**config.mk**
```make
export PLATFORM = sky130hd
export DESIGN_NAME = param_stack
export DESIGN_NICKNAME = d
export VERILOG_FILES = /design/src/rtl/param_stack.sv
export SDC_FILE = /design/constraint.sdc
export NUM_CORES = 1
export LEC_CHECK = 0
export ABC_AREA = 1
export CAP_MARGIN = 40
export CORE_ASPECT_RATIO = 1.25
export CORE_MARGIN = 10
export CORE_UTILIZATION = 40
export DETAILED_ROUTE_END_ITERATION = 8
export GPL_TIMING_DRIVEN = 0
export PLACE_DENSITY = 0.53
export SYNTH_ARGS = -nofsm -noshare
export SYNTH_HDL_FRONTEND = slang
export SYNTH_SLANG_ARGS = --single-unit
```
**constraint.sdc**
```tcl
create_clock -name clk -period 6.1 [get_ports clk]
set_input_delay 0.915 -clock clk [delete_from_list [all_inputs] [get_ports clk]]
set_output_delay 0.915 -clock clk [all_outputs]
set_load 0.02 [all_outputs]
```
**src/rtl/param_stack.sv**
```systemverilog
// param_stack: LIFO stack of DEPTH entries x WIDTH bits with combinational
// top-of-stack output, occupancy decodes and optional sticky error flags.
//
// Ports:
//   clk          clock, all state updates on the rising edge
//   rst          asynchronous active-high reset (sp and error flags)
//   clr          synchronous flush, overrides push/pop for that cycle
//   push, pop    operation requests; push&pop on a non-empty stack replaces the top
//   din          data to push
//   dout         current top entry, zero when empty
//   empty, full  count==0 / count==DEPTH
//   almost_full  count>=AF_LEVEL
//   count        current entry count, 0..DEPTH
//   err_ovf      sticky overflow flag (push while full)
//   err_unf      sticky underflow flag (pop while empty)
//   err_clr      synchronous clear of both error flags
//
// Build option: define PARAM_STACK_ERR_FLAGS_EN to implement the error flags.
// Without it err_ovf/err_unf are tied low and err_clr is ignored.

module param_stack #(
    parameter int unsigned WIDTH    = 8,
    parameter int unsigned DEPTH    = 32,
    parameter int unsigned AF_LEVEL = DEPTH - 2,
    localparam int unsigned AW      = $clog2(DEPTH)
) (
    input  logic             clk,
    input  logic             rst,
    input  logic             clr,
    input  logic             push,
    input  logic             pop,
    input  logic [WIDTH-1:0] din,
    output logic [WIDTH-1:0] dout,
    output logic             empty,
    output logic             full,
    output logic             almost_full,
    output logic [AW:0]      count,
    output logic             err_ovf,
    output logic             err_unf,
    input  logic             err_clr
);

    localparam logic [AW:0] SpOne   = (AW+1)'(1);
    localparam logic [AW:0] FullCnt = (AW+1)'(DEPTH);
    localparam logic [AW:0] AfCnt   = (AW+1)'(AF_LEVEL);

    logic [WIDTH-1:0] mem_q [DEPTH];
    logic [AW:0]      sp_q, sp_d;
    logic [AW:0]      sp_m1;
    logic [AW-1:0]    top_idx;
    logic [AW-1:0]    waddr;
    logic             we;
    logic             ovf_evt;
    logic             unf_evt;

    // Index of the current top entry; only meaningful when the stack is not empty.
    assign sp_m1   = sp_q - SpOne;
    assign top_idx = sp_m1[AW-1:0];

    assign empty       = (sp_q == '0);
    assign full        = (sp_q == FullCnt);
    assign almost_full = (sp_q >= AfCnt);
    assign count       = sp_q;
    assign dout        = empty ? '0 : mem_q[top_idx];

    always_comb begin
        sp_d    = sp_q;
        we      = 1'b0;
        waddr   = sp_q[AW-1:0];
        ovf_evt = 1'b0;
        unf_evt = 1'b0;
        if (clr) begin
            sp_d = '0;
        end else if (push && pop) begin
            // Replace the top in place; on an empty stack this degrades to a plain push.
            we = 1'b1;
            if (empty) begin
                waddr = '0;
                sp_d  = SpOne;
            end else begin
                waddr = top_idx;
            end
        end else if (push) begin
            if (full) begin
                ovf_evt = 1'b1;
            end else begin
                we   = 1'b1;
                sp_d = sp_q + SpOne;
            end
        end else if (pop) begin
            if (empty) begin
                unf_evt = 1'b1;
            end else begin
                sp_d = sp_m1;
            end
        end
    end

    always_ff @(posedge clk or posedge rst) begin
        if (rst) begin
            sp_q <= '0;
        end else begin
            sp_q <= sp_d;
        end
    end

    // Storage is deliberately not reset; sp alone defines which entries are live.
    always_ff @(posedge clk) begin
        if (we) begin
            mem_q[waddr] <= din;
        end
    end

`ifdef PARAM_STACK_ERR_FLAGS_EN
    logic ovf_q;
    logic unf_q;

    always_ff @(posedge clk or posedge rst) begin
        if (rst) begin
            ovf_q <= 1'b0;
            unf_q <= 1'b0;
        end else if (err_clr) begin
            ovf_q <= 1'b0;
            unf_q <= 1'b0;
        end else begin
            if (ovf_evt) ovf_q <= 1'b1;
            if (unf_evt) unf_q <= 1'b1;
        end
    end

    assign err_ovf = ovf_q;
    assign err_unf = unf_q;
`else
    logic unused_err;
    assign unused_err = ^{err_clr, ovf_evt, unf_evt};
    assign err_ovf    = 1'b0;
    assign err_unf    = 1'b0;
`endif

endmodule
```
==> results of run 1 <==
## per-stage QoR
stage | cells | util (%) | area, um^2
after floorplan | 1008 | - | 11300
after global placement | 1386 | 43.4 | 12000
after global routing | 1440 | 46.7 | 13000
after CTS | 1439 | 46.7 | 12900
final | 1440 | 46.7 | 13000
after detailed placement | 1392 | 43.6 | 12100
## metal layers
| metal | share of wire [%] | track usage [%] |
|---|---|---|
| met4 | 1.9 | 4.41 |
| met5 | 0 | 0 |
| met1 | 41 | 20.2 |
| met2 | 53 | 31.0 |
| met3 | 4.5 | 2.03 |
## power by group through the flow
stage          combinational [uW]  sequential [uW]  clock (uW)
2_1_floorplan                1310             2100           0
3_3_place_gp                 2150             2100           0
3_5_place_dp                 2170             2090           0
4_1_cts                      2180             2060        1640
5_1_grt                      2360             2060        1700
6_report                     2160             2060        1610
## flip-flops by register name, summed over array words and instances, names as in the netlist
register  count
mem_q       256
count         6
## placed cells by master, fill, tap and decap left out, types with 3 or more instances in the layout
master / synthesis / final
inv_2: 7 / 7
clkbuf_1: 16 / 22
clkinv_1: 0 / 6
clkdlybuf4s50_1: 0 / 24
nand3_2: 3 / 3
bufinv_16: 0 / 3
nand2_1: 308 / 308
ha_1: 4 / 4
clkbuf_16: 0 / 27
nor2_4: 3 / 3
o21ai_4: 6 / 6
a21oi_1: 8 / 8
o21ai_0: 14 / 14
buf_2: 32 / 36
buf_8: 0 / 3
nand2_2: 4 / 4
edfxtp_1: 256 / 256
nand3_1: 226 / 226
nor2_1: 58 / 58
inv_1: 24 / 24
buf_4: 7 / 10
dfrtp_1: 6 / 6
nand2_4: 3 / 3
## area by class of cell
cell class,instances,area share [%]
multi-input cells,655,23.6
clock inverters,14,1.14
well taps,350,3.38
flip-flops and latches,262,60.5
clock buffers,33,5.39
inverters,33,0.995
repair buffers,35,2.74
plain buffers,58,2.25
## cell usage after synthesis, types with 6 or more instances
master    count
buf_2        32
nand3_1     226
a21oi_1       8
o21ai_4       6
o21ai_0      14
buf_4         7
dfrtp_1       6
inv_1        24
nor2_1       58
nand2_1     308
clkbuf_1     16
inv_2         7
edfxtp_1    256
## worst max-delay path, delay by kind of cell, from the launching register on
| family | cells | cell delay, ns |
|---|---|---|
| AND/OR/NAND/NOR | 6 | 0.74 |
| buffers and inverters | 8 | 2.52 |
| flip-flops | 1 | 0.41 |
| adder cells (fa/ha/maj) | 1 | 0.28 |
## cells by family after synthesis
group,share of synthesized area [%]
and+or+nand+nor,24.1
adders and majority gates,0.442
buffers and inverters,3.72
xor gates and xnor gates,0.398
AOI/OAI and AO/OA,2.01
other,0.0331
DFF,69.3
## final timing paths
check	from	to	slack, ns
hold / removal	count[5]$_DFFE_PP0P_	count[5]$_DFFE_PP0P_	0.56
setup / recovery	count[0]$_DFFE_PP0P_	dout[6]	0.67
setup reg to reg	count[0]$_DFFE_PP0P_	mem_q[17][5]$_DFFE_PP_	2.40
hold reg to reg	count[5]$_DFFE_PP0P_	count[5]$_DFFE_PP0P_	0.56
min in group asynchronous	rst	count[5]$_DFFE_PP0P_	0.57
max in group asynchronous	rst	count[2]$_DFFE_PP0P_	5.34
==> flow_metrics.py, run 1 <==
metrics = {
    "floorplan": {
        "num_rows": 68,
        "die_w_um": 170,
        "core_area_um2": 27700,
        "floorplan.initialDensity_pct": 40.8,
        "io_pins": 33,
        "die_height_um": 208,
        "dieArea_um2": 35500,
    },
    "sta": {
        "hold_slack_ns": 0.559,
        "report.final.hold_viol_count": 0,
        "slew_headroom_pct": 41.8,
        "fin_crit_sh_pct": 89.0,
        "finalSetupTns_ns": 0,
        "finClkSkew_ns": 0.0138,
        "drv_slew": 0,
        "rsz0062_at_grt": "false",
        "fin_ws_ns": 0.673,
        "setup_viol": 0,
        "tightest_slew_ns": 0.870,
        "fmax_mhz": 184,
        "min_period_ns": 5.43,
    },
    "placement": {
        "portBuffers": 28,
        "dp_slack_ns": 1.20,
        "place_congestion": 0.850,
        "dpl.hpwl_um": 20400,
    },
    "clock_tree": {
        "cts_max_level": 1,
        "clkLatencyLatePin_ns": 0.54,
        "cts_tree": "built",
        "cts.sinks": 262,
        "ctsResizeCount": 0,
        "numCtsBuffers": 27,
        "clockRootBuffer": "clkbuf_16",
        "clock_path_buffers": 3,
        "clk_pin_slew_ns": 0.07,
        "cts_setup_buffers": 0,
        "hold_buffers": 0,
    },
    "global_route": {
        "grt_pass1_wl_um": 45400,
        "antenna_found_initial": 0,
        "grt_usage_pct": 16.9,
        "grt_max_degree": 33,
        "grt_pass1_vias": 7434,
        "overflow": 0,
    },
    "synthesis": {
        "synth_area_per_cell_um2": 11.2,
        "ys_seq_area_share_pct": 69.3,
        "synth_ff_type": "edfxtp_1",
        "async_flop_share_pct": 2.29,
        "synth_top_area_share_pct": 67.9,
        "synth_edf_count": 256,
        "ys_top_cells_by_area": "edfxtp_1, nand2_1, nand3_1, nor2_1, buf_2",
        "yosysWarnings": 0,
        "synth_largest_area_cell": "edfxtp_1",
        "synthCells": 1007,
        "syn_area_um2": 11300,
        "synth_cell_type_count": 35,
        "synth_seq_cells": 262,
    },
    "route": {
        "via_count": 7417,
        "dr.pass1.iters": 6,
        "wl_per_cell_um": 21.1,
        "ant_nets": 0,
        "drt_wl_total_um": 30400,
        "drc": 0,
        "vias_per_cell": 5.15,
        "drt_iter0_drc": 565,
    },
    "worst_setup_path": {
        "crit_top_cell": "nand3_1",
        "cp.arrival_ns": 4.51,
        "cpMaxStageDelayCell": "clkdlybuf4s50_1",
        "cp.required_ns": 5.18,
        "reg2regPathDepth": 13,
        "path_cells": "buf_2, inv_2, buf_2, buf_2, ha_1, clkbuf_1, inv_2, clkbuf_1, nand3_1, nand3_1, nand3_1, nand3_1, nand2_1, nor2_1, clkdlybuf4s50_1",
        "cp-start-kind": "register",
        "endpoint_kind": "primary output",
        "critical_path_class": "reg2out",
        "critPathMaxStageDelay_ns": 0.65,
        "critPathMaxFanout": 12,
    },
    "power_and_ir_drop": {
        "p_clk_share_pct": 27.6,
        "p_switching_uw": 2190,
        "p_sw_share_pct": 37.7,
        "p_seq_share_pct": 35.3,
        "powerDensity_nw_per_um2": 449,
        "peakVddDrop_uv": 221,
        "combPwrFrac_pct": 37.1,
        "p_total_uw": 5820,
        "total_leakage_power_uw": 0.00472,
        "intPower_uw": 3630,
    },
    "min_path": {
        "hold_class": "reg2reg",
        "min_path_cells": 2,
    },
    "layout": {
        "multi_input_area_um2": 3060,
        "nFillCells": 2615,
        "n_antenna_cell": 0,
        "layout-drive-gt1-share_pct": 11.1,
        "seq_area_um2": 7840,
        "fin_nets": 1090,
        "syn_to_final_growth_pct": 14.5,
    },
    "flow_run": {
        "cap_violations": 0,
    },
    "run_status": {
        "status": "finished clean",
    },
}
Note: power is estimated with default switching activity, not from simulation.
==> run 2, diff against run 1 <==
==> constraint.sdc (replaced) <==
create_clock -name clk -period 6.1 [get_ports clk]
set_input_delay 1.22 -clock clk [delete_from_list [all_inputs] [get_ports clk]]
set_output_delay 1.22 -clock clk [all_outputs]
set_load 0.02 [all_outputs]
==> results of run 2 <==
Same layout as run 1 (identical final DEF). Status: finished clean.
Among the figures that moved: setup slack after placement 1.20 ns -> 0.892 ns; setup slack after layout 0.673 ns -> 0.368 ns
==> run 3, diff against run 2 <==
- GPL_TIMING_DRIVEN: 0 -> not set
==> run 3 against run 2 <==
- first-iteration DRC count shrank 12%
- sequential share of layout area grew 1.3 points
- die area is the same
- critical path type unchanged
- cell area shrank 2.0%
- worst hold slack lost 0.0024 ns
- critical path depth shrank 4
- largest power group is now registers
- clock skew shrank 0.0059 ns
- highest routed layer unchanged
- flip-flop and latch count is the same
- clock-buffer cell count shrank 2
- sequential power is essentially flat
==> flow_metrics.py, run 3 (synthesis gave the netlist of run 1 again) <==
metrics = {
    "route": {
        "dr.pass1.iters": 5,
        "via_count": 7102,
        "drt_wl_total_um": 27300,
        "ant_nets": 0,
        "drt_iter0_drc": 496,
        "wl_per_cell_um": 19.7,
        "drc": 0,
        "vias_per_cell": 5.11,
    },
    "floorplan": {
        "dieArea_um2": 35500,
        "die_w_um": 170,
        "die_height_um": 208,
        "io_pins": 33,
        "floorplan.initialDensity_pct": 40.8,
        "core_area_um2": 27700,
        "num_rows": 68,
    },
    "worst_setup_path": {
        "cp.required_ns": 4.88,
        "cp-start-kind": "register",
        "ff2ff_setup_slack_ns": 2.54,
        "r2r-start": "count[0]$_DFFE_PP0P_",
        "critical_path_class": "reg2out",
        "r2r-end": "mem_q[17][7]$_DFFE_PP_",
        "cp.arrival_ns": 3.83,
        "critPathMaxFanout": 51,
        "endpoint_kind": "primary output",
        "reg2regPathDepth": 10,
    },
    "flow_run": {
        "cap_violations": 0,
    },
    "clock_tree": {
        "clock_path_buffers": 3,
        "cts_max_level": 1,
        "cts_setup_buffers": 0,
        "clockRootBuffer": "clkbuf_16",
        "cts.sinks": 262,
        "clkLatencyLatePin_ns": 0.52,
        "numCtsBuffers": 25,
        "clk_pin_slew_ns": 0.06,
        "ctsResizeCount": 0,
        "cts_tree": "built",
        "hold_buffers": 0,
    },
    "power_and_ir_drop": {
        "p_total_uw": 5590,
        "p_clk_share_pct": 26.8,
        "p_seq_share_pct": 37.1,
        "peakVddDrop_uv": 294,
        "combPwrFrac_pct": 36.0,
        "p_switching_uw": 2080,
        "total_leakage_power_uw": 0.00455,
        "powerDensity_nw_per_um2": 441,
        "intPower_uw": 3520,
        "p_sw_share_pct": 37.2,
    },
    "layout": {
        "largest_reg_flops": 256,
        "layoutNonFillerInstCount": 1389,
        "final_cell_mix": "nand2_1, edfxtp_1, nand3_1",
        "syn_to_final_growth_pct": 12.2,
        "regMostFlops": "mem_q",
        "final_common_cell": "nand2_1",
        "nFillCells": 2473,
        "n_antenna_cell": 0,
        "layout-drive-gt1-share_pct": 8.28,
        "fin_nets": 1042,
    },
    "sta": {
        "fmax_mhz": 198,
        "finClkSkew_ns": 0.00788,
        "fin_crit_sh_pct": 82.7,
        "rsz0062_at_grt": "false",
        "min_period_ns": 5.05,
        "report.final.hold_viol_count": 0,
        "tightest_slew_ns": 0.840,
        "slew_headroom_pct": 43.8,
        "setup_viol": 0,
        "finalSetupTns_ns": 0,
        "drv_slew": 0,
    },
    "placement": {
        "place_congestion": 0.820,
        "portBuffers": 29,
        "dpl.hpwl_um": 16100,
        "placed_cells": 1347,
    },
    "global_route": {
        "busiest_layer": "met2",
        "gr-usage-met3_pct": 1.97,
        "use_met1_pct": 19.4,
        "grt_max_degree": 79,
        "grt_usage_pct": 15.2,
        "grt_pass1_vias": 6987,
        "grt_pass1_wl_um": 41700,
        "antenna_found_initial": 0,
        "overflow": 0,
        "grt.met2_usage_pct": 26.3,
    },
    "min_path": {
        "min_path_cells": 2,
        "hold_path.startpoint": "count[5]$_DFFE_PP0P_",
        "hold_class": "reg2reg",
        "holdPathEnd": "count[5]$_DFFE_PP0P_",
    },
    "run_status": {
        "status": "finished clean",
    },
}
==> run 3: cell types whose count changed in the layout (fill, tap and decap cells not counted), moves of 2 or more <==
cell             before  now
buf_2                36    0
clkbuf_1             22    6
clkbuf_16            27   25
buf_1                 2    0
buf_8                 3    0
buf_4                10   17
clkdlybuf4s50_1      24   29
==> run 3: layer usage <==
| metal | vias to the layer above | part of all wire, % |
|---|---|---|
| met5 | - | 0 |
| met4 | 0 | 1.9 |
| met3 | 34 | 4.2 |
| met2 | 147 | 51 |
| met1 | 3400 | 43 |
| li1 | 3521 | - |
==> run 3: worst max-delay path by stage <==
stage                         startpoint      end  cells past startpoint
finish              count[0]$_DFFE_PP0P_  dout[6]                     11
global placement    count[0]$_DFFE_PP0P_  dout[6]                     11
CTS                 count[0]$_DFFE_PP0P_  dout[6]                     11
global route        count[0]$_DFFE_PP0P_  dout[6]                     11
detailed placement  count[0]$_DFFE_PP0P_  dout[6]                     11
floorplan           count[0]$_DFFE_PP0P_  dout[6]                     14
==> run 3: layout make-up <==
class | instances | area, um^2 | area share (%)
Inverter | 33 | 131 | 1.03
Multi-Input combinational cell | 655 | 3060 | 24.1
Clock inverter | 11 | 128 | 1.01
Clock buffer | 31 | 648 | 5.11
Sequential cell | 262 | 7840 | 61.8
Tap cell | 350 | 438 | 3.45
Timing Repair Buffer | 47 | 445 | 3.51
==> run 3: power groups by stage <==
stage | registers (uW) | clock network, uW | logic [uW]
2_1_floorplan | 2100 | 0 | 1310
3_3_place_gp | 2110 | 0 | 2010
3_5_place_dp | 2120 | 0 | 2030
4_1_cts | 2080 | 1530 | 2030
5_1_grt | 2080 | 1600 | 2220
6_report | 2080 | 1500 | 2010
==> run 3: critical path: stages (launching register included) <==
cell	delay [ns]
dfrtp_4	0.63
inv_4	0.12
buf_4	0.47
nand3_1	0.22
inv_1	0.15
nand2_1	0.07
nand2_2	0.36
nand3_1	0.20
nand3_1	0.11
nand2_1	0.07
nor2_1	0.20
clkdlybuf4s50_1	0.66
==> run 3: stage by stage <==
step	cell area [um^2]	hold slack, ns	worst slack, ns	util, %
3_3_place_gp	11900	0.543	1.63	42.9
6_report	12700	0.557	1.05	45.8
3_5_place_dp	11900	0.552	1.62	43.0
4_1_cts	12700	0.567	1.06	45.8
2_1_floorplan	11300	0.617	2.43	-
5_1_grt	12700	0.595	0.852	45.8
